File: src/rtl/cavlc_pkg.sv
// cavlc_pkg: shared CAVLC state encoding and coefficient/level width constants
package cavlc_pkg;
  localparam int TC_W        = 5;
  localparam int MAX_COEFF   = 16;
  localparam int LEVEL_W_DEF = 16;
  typedef enum logic [1:0] {IDLE, EMIT, FIN} t1_state_e;
endpackage

File: src/rtl/cavlc_trailing_ones.sv
// cavlc_trailing_ones: emits trailing-one sign levels after coeff_token; CAVLC_T1_CHECK_EN enables illegal-token flagging
module cavlc_trailing_ones
  import cavlc_pkg::*;
#(
  parameter int LEVEL_W = LEVEL_W_DEF
) (
  input  logic                      Clk,
  input  logic                      Rst_n,
  input  logic                      TokenValid,
  output logic                      TokenReady,
  input  logic [TC_W-1:0]           TotalCoeff,
  input  logic [1:0]                TrailingOnes,
  input  logic [2:0]                Bits,
  output logic                      Consume,
  output logic [1:0]                ConsumeLen,
  output logic                      LevelValid,
  input  logic                      LevelReady,
  output logic signed [LEVEL_W-1:0] Level,
  output logic [3:0]                LevelIdx,
  output logic                      Done,
  output logic [TC_W-1:0]           Remaining,
  output logic                      SuffixLenInit,
  output logic                      Err
);
  localparam logic [LEVEL_W-1:0] POS = LEVEL_W'(1);
  localparam logic [LEVEL_W-1:0] NEG = '1;
  t1_state_e  state;
  logic [1:0] t1, nk;
  logic [2:0] bits;
  logic       accept, bad;
  assign TokenReady = state == IDLE;
  assign accept     = TokenValid && TokenReady;
  assign nk         = LevelIdx[1:0] + 2'd1;
`ifdef CAVLC_T1_CHECK_EN
  assign bad = ({3'b0, TrailingOnes} > TotalCoeff) || (TotalCoeff > TC_W'(MAX_COEFF));
`else
  assign bad = 1'b0;
`endif
  always_ff @(posedge Clk) begin
    if (!Rst_n) begin
      state         <= IDLE;
      t1            <= '0;
      bits          <= '0;
      Consume       <= 1'b0;
      ConsumeLen    <= '0;
      LevelValid    <= 1'b0;
      Level         <= '0;
      LevelIdx      <= '0;
      Done          <= 1'b0;
      Remaining     <= '0;
      SuffixLenInit <= 1'b0;
      Err           <= 1'b0;
    end else begin
      Consume <= 1'b0;
      Done    <= 1'b0;
      case (state)
        IDLE: begin
          if (accept && bad) Err <= 1'b1;
          else if (accept) begin
            t1            <= TrailingOnes;
            bits          <= Bits;
            Consume       <= TrailingOnes != 2'd0;
            ConsumeLen    <= TrailingOnes;
            LevelValid    <= TrailingOnes != 2'd0;
            Level         <= Bits[2] ? NEG : POS;
            LevelIdx      <= '0;
            Done          <= TrailingOnes == 2'd0;
            Remaining     <= TotalCoeff - {3'b0, TrailingOnes};
            SuffixLenInit <= (TotalCoeff > 5'd10) && (TrailingOnes < 2'd3);
            state         <= TrailingOnes != 2'd0 ? EMIT : FIN;
          end
        end
        EMIT: begin
          if (LevelReady && LevelIdx[1:0] == t1 - 2'd1) begin
            LevelValid <= 1'b0;
            Done       <= 1'b1;
            state      <= FIN;
          end else if (LevelReady) begin
            LevelIdx <= {2'b0, nk};
            Level    <= bits[2'd2 - nk] ? NEG : POS;
          end
        end
        FIN:     state <= IDLE;
        default: state <= IDLE;
      endcase
    end
  end
endmodule

File: config.mk
export PLATFORM = sky130hd
export DESIGN_NAME = cavlc_trailing_ones
export DESIGN_NICKNAME = d
export VERILOG_FILES = /design/src/rtl/cavlc_pkg.sv /design/src/rtl/cavlc_trailing_ones.sv
export SDC_FILE = /design/constraint.sdc
export NUM_CORES = 1
export LEC_CHECK = 0
export BUFFER_PORTS_ARGS = -buffer_cell sky130_fd_sc_hd__clkbuf_2
export CORE_MARGIN = 4
export CORE_UTILIZATION = 30
export DETAILED_ROUTE_END_ITERATION = 10
export GPL_TIMING_DRIVEN = 0
export HOLD_SLACK_MARGIN = 0.15
export PLACE_DENSITY_LB_ADDON = 0.3
export RECOVER_POWER = 100
export SETUP_SLACK_MARGIN = 0.15
export SYNTH_ARGS = -nofsm -noshare
export SYNTH_HDL_FRONTEND = slang
export SYNTH_SLANG_ARGS = --single-unit
File: constraint.sdc
create_clock -name Clk -period 1.8 [get_ports Clk]
set_input_delay 0.27 -clock Clk [delete_from_list [all_inputs] [get_ports Clk]]
set_output_delay 0.27 -clock Clk [all_outputs]
set_load 0.005 [all_outputs]
==> results.sh, run 1 <==
export IMPL_status="complete, no violations"
export IMPL_peakVddDrop_mv=0.369
export IMPL_core_area_um2=3470
export IMPL_final_cell_area_um2=1450
export IMPL_p_sw_uw=313
export IMPL_netlist_cell_type_count=35
export IMPL_final_common_cell="clkbuf_2"
export IMPL_vias_per_cell=4.40
export IMPL_slew_viol_final=0
export IMPL_cts_tree="yes"
export IMPL_die_y_um=69.1
export IMPL_fin_nets=199
export IMPL_crit_chain="buf_6 > or3b_1 > clkbuf_1 > a211o_1 > a21oi_1"
export IMPL_hold_ws_ns=0.216
export IMPL_syn_area_um2=1120
export IMPL_fin_crit_sh_pct=86.7
export IMPL_port_buffers=42
export IMPL_clockPowerShare_pct=36.2
export IMPL_hold_buffers=0
export IMPL_ys_flop_type="dfxtp_1"
export IMPL_ys_warn_count=0
export IMPL_pwr_density_cell_nw_per_um2=854
export IMPL_rsz0062_at_grt="false"
export IMPL_cts_root_buf="clkbuf_8"
export IMPL_endpoint_kind="register"
export IMPL_leakagePower_nw=0.674
export IMPL_gp_congestion=0.773
export IMPL_final_cell_mix="clkbuf_2 (38), dfxtp_1 (20), nand2_1 (14), clkbuf_4 (14), a21oi_1 (10)"
export IMPL_n_antenna_cell=0
export IMPL_yosysSeqAreaShare_pct=35.8
export IMPL_slowest_stage="or3b_1"
export IMPL_area_delta_synth_final_pct=30.0
export IMPL_dp_slack_ns=0.173
export IMPL_start_util_pct=32.3
export IMPL_pin_count=47
export IMPL_fin_crit_ns=1.56
export IMPL_clock_path_buffers=2
export IMPL_start_kind="register"
export IMPL_critPathMaxStageDelay_ns=0.36
export IMPL_num_rows=21
export IMPL_grt_pass1_vias=988
export IMPL_cts_sinks=20
export IMPL_worstPathArrival_ns=1.76
export IMPL_die_w_um=69.1
export IMPL_fmax_mhz=641
export IMPL_h_tree_depth=1
export IMPL_grt_pass1_wl_mm=4.38
export IMPL_vias=998
export IMPL_skew_ns=0.00935
export IMPL_fin_cells=227
export IMPL_p_sw_share_pct=25.2
export IMPL_syn_area_per_cell_um2=8.47
export IMPL_intPower_uw=929
export IMPL_grt_max_degree=17
export IMPL_overflow=0
export IMPL_antenna_found_initial=0
export IMPL_wl_mm=2.47
export IMPL_worst_path_dominant_cell_family="compound AO/OA/AOI/OAI gates"
export IMPL_path_class="register to register"
export IMPL_finalPower_mw=1.24
export IMPL_dp_hpwl_mm=1.96
export IMPL_crit_cells=5
export IMPL_drt_wirelength_per_cell_um=10.9
export IMPL_hold_viol_final=0
export IMPL_place_inst=222
export IMPL_cp_num_buf_inv=2
export IMPL_dieArea_um2=4770
export IMPL_worstHoldPathType="input port to register"
export IMPL_cts_inserted_buffers=3
export IMPL_synthCells=132
export IMPL_drt_iter0_drc=35
export IMPL_drive_above_1_share_pct=35.4
export IMPL_clk_latency_ns=0.26
export IMPL_setup_slack_ns=0.239
export IMPL_synth_seq_cells=20
export IMPL_async_flop_share_pct=0
export IMPL_synth_edf_count=0
export IMPL_setup_viol=0
export IMPL_final_util_pct=41.9
export IMPL_rr_worst_depth=5
export IMPL_maxCapViolCount=0
export IMPL_worstPathMaxFanout=10
export IMPL_power_frac_comb_pct=23.3
export IMPL_grt_usage_pct=11.0
export IMPL_placed_area_um2=1390
export IMPL_worst_ep_required_time_ns=2.00
export IMPL_ant_nets=0
export IMPL_clkTransAtPathRegs_ns=0.08
export IMPL_hold_depth=3
export IMPL_drc=0
export IMPL_power_frac_seq_pct=40.6
export IMPL_setup_tns_ns=0
export IMPL_dr_pass1_iters=4
-- path summary, 6_finish.rpt --
path | start | to | slack, ns
worst max-delay path | state[0] | SuffixLenInit | 0.24
worst min-delay path | Bits[1] | bits[1] | 0.22
worst max register to register | state[0] | SuffixLenInit | 0.24
worst min register to register | bits[2] | bits[2] | 0.46
-- layout make-up --
type,instances,area (um2)
Sequential cell,20,400
Fill cell,382,2010
Clock buffer,3,41.3
Tap cell,46,57.6
Clock inverter,1,30.0
Buffer,24,165
Inverter,6,22.5
Timing Repair Buffer,43,210
Multi-Input combinational cell,84,527
-- power by group through the flow --
stage / sequential, mW / clock (mW) / combinational [mW]
after floorplan: 0.514 / 0 / 0.190
after global placement: 0.515 / 0 / 0.303
after detailed placement: 0.516 / 0 / 0.303
after CTS: 0.506 / 0.464 / 0.304
after global routing: 0.510 / 0.487 / 0.326
final: 0.504 / 0.449 / 0.289
-- timing repair --
item | in CTS | in global routing
setup endpoints to repair | 0 | 6
resized for setup | 0 | 2
setup buffers | 0 | 1
-- sequential cells by signal, indices dropped and copies added, names as in the netlist --
register	count
SuffixLenInit	1
Remaining	5
Level	2
LevelIdx	2
bits	3
Consume	1
LevelValid	1
t1	2
Done	1
state	2
-- logic make-up (layout without fill, tap and decap cells) --
kind of cell | Yosys count | in the layout | share of synthesized area (%)
other | 1 | 3 | 0.335
XOR/XNOR | 4 | 4 | 3.13
AO/OA/AOI/OAI | 33 | 33 | 19.9
AND/OR/NAND/NOR | 38 | 38 | 16.3
flip-flops | 20 | 20 | 35.8
adder cells (fa/ha/maj) | 3 | 3 | 4.03
multiplexers | 3 | 3 | 3.02
buffers and inverters | 30 | 77 | 17.4
-- Yosys cell counts (2+ instances only) --
master	count	area, um2
a211o_1	2	17.5
ha_1	2	25.0
inv_1	6	22.5
a21o_1	2	15.0
a211oi_1	6	45.0
nand2b_1	3	18.8
mux2i_1	2	20.0
o211ai_1	3	22.5
o21ai_0	2	10.0
nand2_1	14	52.6
a21oi_1	9	45.0
o21a_1	3	22.5
clkbuf_1	2	7.51
nor3_1	4	20.0
buf_4	17	128
dfxtp_1	20	400
buf_2	2	10.0
nor2_1	9	33.8
a31oi_1	4	25.0
xnor2_1	4	35.0
buf_6	2	22.5
-- worst register-to-register path: stages (launching register included) --
cell	delay, ns
dfxtp_1	0.31
buf_6	0.13
or3b_1	0.36
clkbuf_1	0.23
a211o_1	0.32
a21oi_1	0.14
-- per-layer routing --
| layer | global-route usage (%) | up-vias | wire, um |
|---|---|---|---|
| li1 | - | 529 | - |
| met1 | 13.8 | 429 | 1180 |
| met2 | 17.9 | 35 | 1060 |
| met3 | 2.76 | 5 | 178 |
| met4 | 4.56 | 0 | 45 |
| met5 | 0 | - | 0 |
(Power assumes the default switching activity.)
==> inputs of run 2 (changes only) <==
PLACE_DENSITY = 0.55   (was unset)
PLACE_DENSITY_LB_ADDON = unset   (was 0.3)
==> results.sh, run 2 (same netlist as run 1, synthesis figures left out) <==
export IMPL_status="complete, no violations"
export IMPL_worstPathArrival_ns=1.77
export IMPL_final_cell_mix="clkbuf_2 (37), dfxtp_1 (20), nand2_1 (14), clkbuf_4 (14), clkbuf_1 (10)"
export IMPL_gp_congestion=0.767
export IMPL_fin_nets=199
export IMPL_drive_above_1_share_pct=35.4
export IMPL_clk_latency_ns=0.25
export IMPL_skew_ns=0.00224
export IMPL_final_common_cell="clkbuf_2"
export IMPL_hold_buffers=0
export IMPL_pin_count=47
export IMPL_num_rows=21
export IMPL_p_sw_uw=311
export IMPL_setup_tns_ns=0
export IMPL_die_w_um=69.1
export IMPL_start_util_pct=32.3
export IMPL_area_delta_synth_final_pct=28.7
export IMPL_slew_viol_final=0
export IMPL_drt_iter0_drc=24
export IMPL_overflow=0
export IMPL_dieArea_um2=4770
export IMPL_fill_cells=376
export IMPL_path_class="register to register"
export IMPL_ant_nets=0
export IMPL_maxCapViolCount=0
export IMPL_worstHoldStart="Bits[0]"
export IMPL_die_y_um=69.1
export IMPL_worst_ep_required_time_ns=1.99
export IMPL_port_buffers=42
export IMPL_rr_worst_depth=5
export IMPL_largest_reg_flops=5
export IMPL_setup_viol=0
export IMPL_grt_max_degree=17
export IMPL_r2r_start="state[0]"
export IMPL_n_antenna_cell=0
export IMPL_power_frac_comb_pct=25.7
export IMPL_cts_tree="yes"
export IMPL_reg2reg_to="SuffixLenInit"
export IMPL_finalPower_mw=1.14
export IMPL_clockPowerShare_pct=30.0
export IMPL_cts_inserted_buffers=3
export IMPL_intPower_uw=827
export IMPL_core_area_um2=3470
export IMPL_cts_root_buf="clkbuf_8"
export IMPL_drt_wirelength_per_cell_um=11.3
export IMPL_h_tree_depth=1
export IMPL_worstPathMaxFanout=10
export IMPL_reg_largest_list="Remaining x5, bits x3"
export IMPL_fin_crit_sh_pct=87.7
export IMPL_grt_pass1_wl_mm=4.48
export IMPL_vias_per_cell=4.45
export IMPL_fin_crit_ns=1.58
export IMPL_regMostFlops="Remaining"
export IMPL_hold_viol_final=0
export IMPL_hold_depth=3
export IMPL_fmax_mhz=633
export IMPL_drc=0
export IMPL_grt_usage_pct=11.1
export IMPL_rrSetupSlack_ns=0.22
export IMPL_antenna_found_initial=0
export IMPL_grt_pass1_vias=969
export IMPL_endpoint_kind="register"
export IMPL_power_frac_seq_pct=44.3
export IMPL_peakVddDrop_mv=0.297
export IMPL_cts_sinks=20
export IMPL_worstHoldPathType="input port to register"
export IMPL_p_sw_share_pct=27.3
export IMPL_clkTransAtPathRegs_ns=0.07
export IMPL_start_kind="register"
export IMPL_min_to="bits[0]"
export IMPL_dr_pass1_iters=4
export IMPL_dp_hpwl_mm=2.06
export IMPL_clock_path_buffers=2
export IMPL_pwr_density_cell_nw_per_um2=790
export IMPL_rsz0062_at_grt="false"
export IMPL_vias=1010
export IMPL_wl_mm=2.57
export IMPL_leakagePower_nw=0.664
[run 2: cell types whose count changed in the layout (fill, tap and decap cells not counted)]
cell | before | now
clkbuf_8 | 3 | 4
a21oi_2 | 0 | 1
bufinv_16 | 1 | 0
a21oi_1 | 10 | 9
clkbuf_2 | 38 | 37
clkbuf_1 | 9 | 10
and2_1 | 0 | 1
and2_0 | 1 | 0
[run 2: worst max-delay path by stage]
stage | to | slack [ns] | cells after the start | from
global placement | Remaining[4] | 0.19 | 6 | TrailingOnes[0]
global route | t1[1] | 0.10 | 7 | state[0]
CTS | Level[0] | 0.20 | 4 | LevelIdx[1]
floorplan | Remaining[4] | 0.37 | 6 | TotalCoeff[0]
detailed placement | Remaining[4] | 0.15 | 6 | TrailingOnes[0]
finish | SuffixLenInit | 0.22 | 5 | state[0]
[run 2: critical path: stages, from the launching register on]
cell      delay, ns
dfxtp_1        0.31
buf_6          0.12
or3b_1         0.38
clkbuf_1       0.24
a211o_1        0.34
a21oi_2        0.12
[run 2: cell type report]
| class | count | area (um2) | area share (%) |
|---|---|---|---|
| multi-input cells | 84 | 531 | 36.8 |
| flip-flops and latches | 20 | 400 | 27.8 |
| repair buffers | 43 | 209 | 14.5 |
| plain buffers | 24 | 165 | 11.5 |
| well taps | 46 | 57.6 | 4.00 |
| clock buffers | 4 | 55.1 | 3.82 |
| inverters | 6 | 22.5 | 1.56 |
[run 2: power groups by stage]
stage	combinational, mW	clock, mW	sequential [mW]
finish	0.293	0.341	0.504
global route	0.328	0.378	0.511
CTS	0.307	0.357	0.506
detailed placement	0.305	0	0.517
global placement	0.301	0	0.515
floorplan	0.190	0	0.514
[run 2: timing repair]
| action | CTS | global route |
|---|---|---|
| resized for setup | 0 | 2 |
| setup buffers | 0 | 1 |
| endpoints found under the setup margin | 0 | 6 |
[run 2: routing by layer]
| layer | GRT usage (%) | part of all wire (%) | wire length [um] |
|---|---|---|---|
| met4 | 3.90 | 0.90 | 23 |
| met2 | 17.3 | 46 | 1170 |
| met1 | 14.7 | 47 | 1200 |
| met5 | 0 | 0 | 0 |
| met3 | 3.05 | 6.9 | 178 |
[run 2: metrics by stage]
step           utilization (%)  hold slack, ns  instance area (um2)  instances  worst slack (ns)
2_1_floorplan                -           0.388                 1130        134             0.367
3_3_place_gp              40.2           0.445                 1390        222             0.189
3_5_place_dp              40.2           0.451                 1390        222             0.148
4_1_cts                   41.8           0.222                 1450        226             0.205
5_1_grt                   41.5           0.228                 1440        227             0.103
6_report                  41.5           0.230                 1440        227             0.221
==> inputs of run 3 (changes only) <==
CORE_UTILIZATION = 47   (was 30)
PLACE_DENSITY = 0.8   (was 0.55)
==> results.sh, run 3 (same netlist as run 1, synthesis figures left out) <==
export IMPL_grt_pass1_vias=981
export IMPL_leakagePower_nw=0.642
export IMPL_vias=1032
export IMPL_port_buffers=42
export IMPL_cts_root_buf="clkbuf_4"
export IMPL_gp_congestion=0.833
export IMPL_dp_hpwl_mm=1.95
export IMPL_dieArea_um2=3220
export IMPL_clkTransAtPathRegs_ns=0.10
export IMPL_setup_viol=0
export IMPL_peakVddDrop_mv=0.585
export IMPL_final_cell_area_um2=1380
export IMPL_endpoint_kind="register"
export IMPL_cts_inserted_buffers=3
export IMPL_worst_ep_required_time_ns=2.00
export IMPL_worst_path_dominant_cell_family="flip-flops"
export IMPL_power_frac_seq_pct=50.5
export IMPL_skew_ns=0.00172
export IMPL_hold_viol_final=0
export IMPL_crit_chain="xnor2_1 > mux2i_2 > clkbuf_1 > a31oi_1 > o21a_1"
export IMPL_path_class="register to register"
export IMPL_fin_crit_ns=1.62
export IMPL_slew_viol_final=0
export IMPL_ant_nets=0
export IMPL_critPathMaxStageDelay_ns=0.38
export IMPL_p_sw_uw=289
export IMPL_status="complete, no violations"
export IMPL_fmax_mhz=618
export IMPL_fill_cells=225
export IMPL_largest_reg_flops=5
export IMPL_cts_sinks=20
export IMPL_final_util_pct=61.6
export IMPL_clockPowerShare_pct=20.6
export IMPL_dp_slack_ns=0.149
export IMPL_setup_tns_ns=0
export IMPL_die_w_um=56.8
export IMPL_fin_nets=199
export IMPL_reg_largest_list="Remaining x5, bits x3"
export IMPL_overflow=0
export IMPL_start_kind="register"
export IMPL_place_inst=204
export IMPL_regMostFlops="Remaining"
export IMPL_cts_tree="yes"
export IMPL_grt_pass1_wl_mm=4.04
export IMPL_grt_max_degree=17
export IMPL_drt_iter0_drc=21
export IMPL_slowest_stage="dfxtp_1"
export IMPL_fin_crit_sh_pct=89.8
export IMPL_wl_mm=2.34
export IMPL_h_tree_depth=1
export IMPL_core_area_um2=2230
export IMPL_n_antenna_cell=0
export IMPL_area_delta_synth_final_pct=22.9
export IMPL_pwr_density_cell_nw_per_um2=723
export IMPL_setup_slack_ns=0.183
export IMPL_cp_num_buf_inv=1
export IMPL_drt_wirelength_per_cell_um=11.3
export IMPL_vias_per_cell=4.96
export IMPL_intPower_uw=706
export IMPL_num_rows=17
export IMPL_multi_input_area_um2=531
export IMPL_antenna_found_initial=0
export IMPL_hold_buffers=0
export IMPL_worstPathMaxFanout=6
export IMPL_worstHoldPathType="input port to register"
export IMPL_drive_above_1_share_pct=34.4
export IMPL_final_cell_mix="clkbuf_2 (38), dfxtp_1 (20), clkbuf_4 (17)"
export IMPL_placed_area_um2=1370
export IMPL_fin_cells=208
export IMPL_power_frac_comb_pct=28.8
export IMPL_p_sw_share_pct=29.0
export IMPL_clk_latency_ns=0.29
export IMPL_dr_pass1_iters=5
export IMPL_start_util_pct=50.1
export IMPL_worstPathArrival_ns=1.82
export IMPL_drc=0
export IMPL_clock_path_buffers=2
export IMPL_maxCapViolCount=0
export IMPL_die_y_um=56.8
export IMPL_pin_count=47
export IMPL_seq_area_um2=400
export IMPL_grt_usage_pct=15.2
export IMPL_rsz0062_at_grt="false"
export IMPL_final_common_cell="clkbuf_2"
-- run 3: cell count changes in the layout (fill, tap and decap cells not counted), sizes merged --
cell	delta
buf	-2
clkbuf	+1
-- run 3: worst register-to-register path: cells and delay by family, from the launching register on --
family                 cells  cell delay [ns]
buffers and inverters      1             0.25
multiplexers               1             0.24
AO/OA/AOI/OAI              2             0.36
flip-flops                 1             0.38
XOR/XNOR                   1             0.29
-- run 3: area by class of cell --
type	count	share of cell area (%)
Buffer	24	11.6
Multi-Input combinational cell	84	38.6
Clock buffer	3	1.64
Timing Repair Buffer	43	14.9
Sequential cell	20	29.1
Inverter	6	1.64
Tap cell	28	2.55
-- run 3: worst paths after layout --
path / from / slack [ns] / end / cells past startpoint
worst min-delay path: Bits[0] / 0.19 / bits[0] / 3
worst min register to register: SuffixLenInit / 0.47 / SuffixLenInit / 2
worst max-delay path: LevelIdx[1] / 0.18 / Level[0] / 5
worst max register to register: LevelIdx[1] / 0.18 / Level[0] / 5
-- run 3: power groups by stage --
stage / Clock, mW / Sequential, mW / Combinational, mW
3_5_place_dp: 0 / 0.515 / 0.303
4_1_cts: 0.214 / 0.505 / 0.304
5_1_grt: 0.236 / 0.511 / 0.322
6_report: 0.205 / 0.503 / 0.287
2_1_floorplan: 0 / 0.514 / 0.190
3_3_place_gp: 0 / 0.512 / 0.295
-- run 3: stage by stage --
stage / total power [mW] / hold slack [ns]
2_1_floorplan: 0.704 / 0.388
3_3_place_gp: 0.807 / 0.445
3_5_place_dp: 0.818 / 0.455
4_1_cts: 1.02 / 0.190
5_1_grt: 1.07 / 0.197
6_report: 0.995 / 0.190
-- run 3: repair_timing --
item,4_1_cts,5_1_grt
endpoints found under the setup margin,0,4
buffers inserted,0,1
endpoints found under the hold margin,0,0
gates resized for setup,0,2
-- run 3: routing by layer --
metal  GRT usage (%)  part of all wire [%]  up-vias
met5               0                     0        -
met4            4.64                   1.3        0
met3            3.45                   8.5        4
met2            28.5                    50       36
met1            16.8                    40      460
li1                -                     -      532
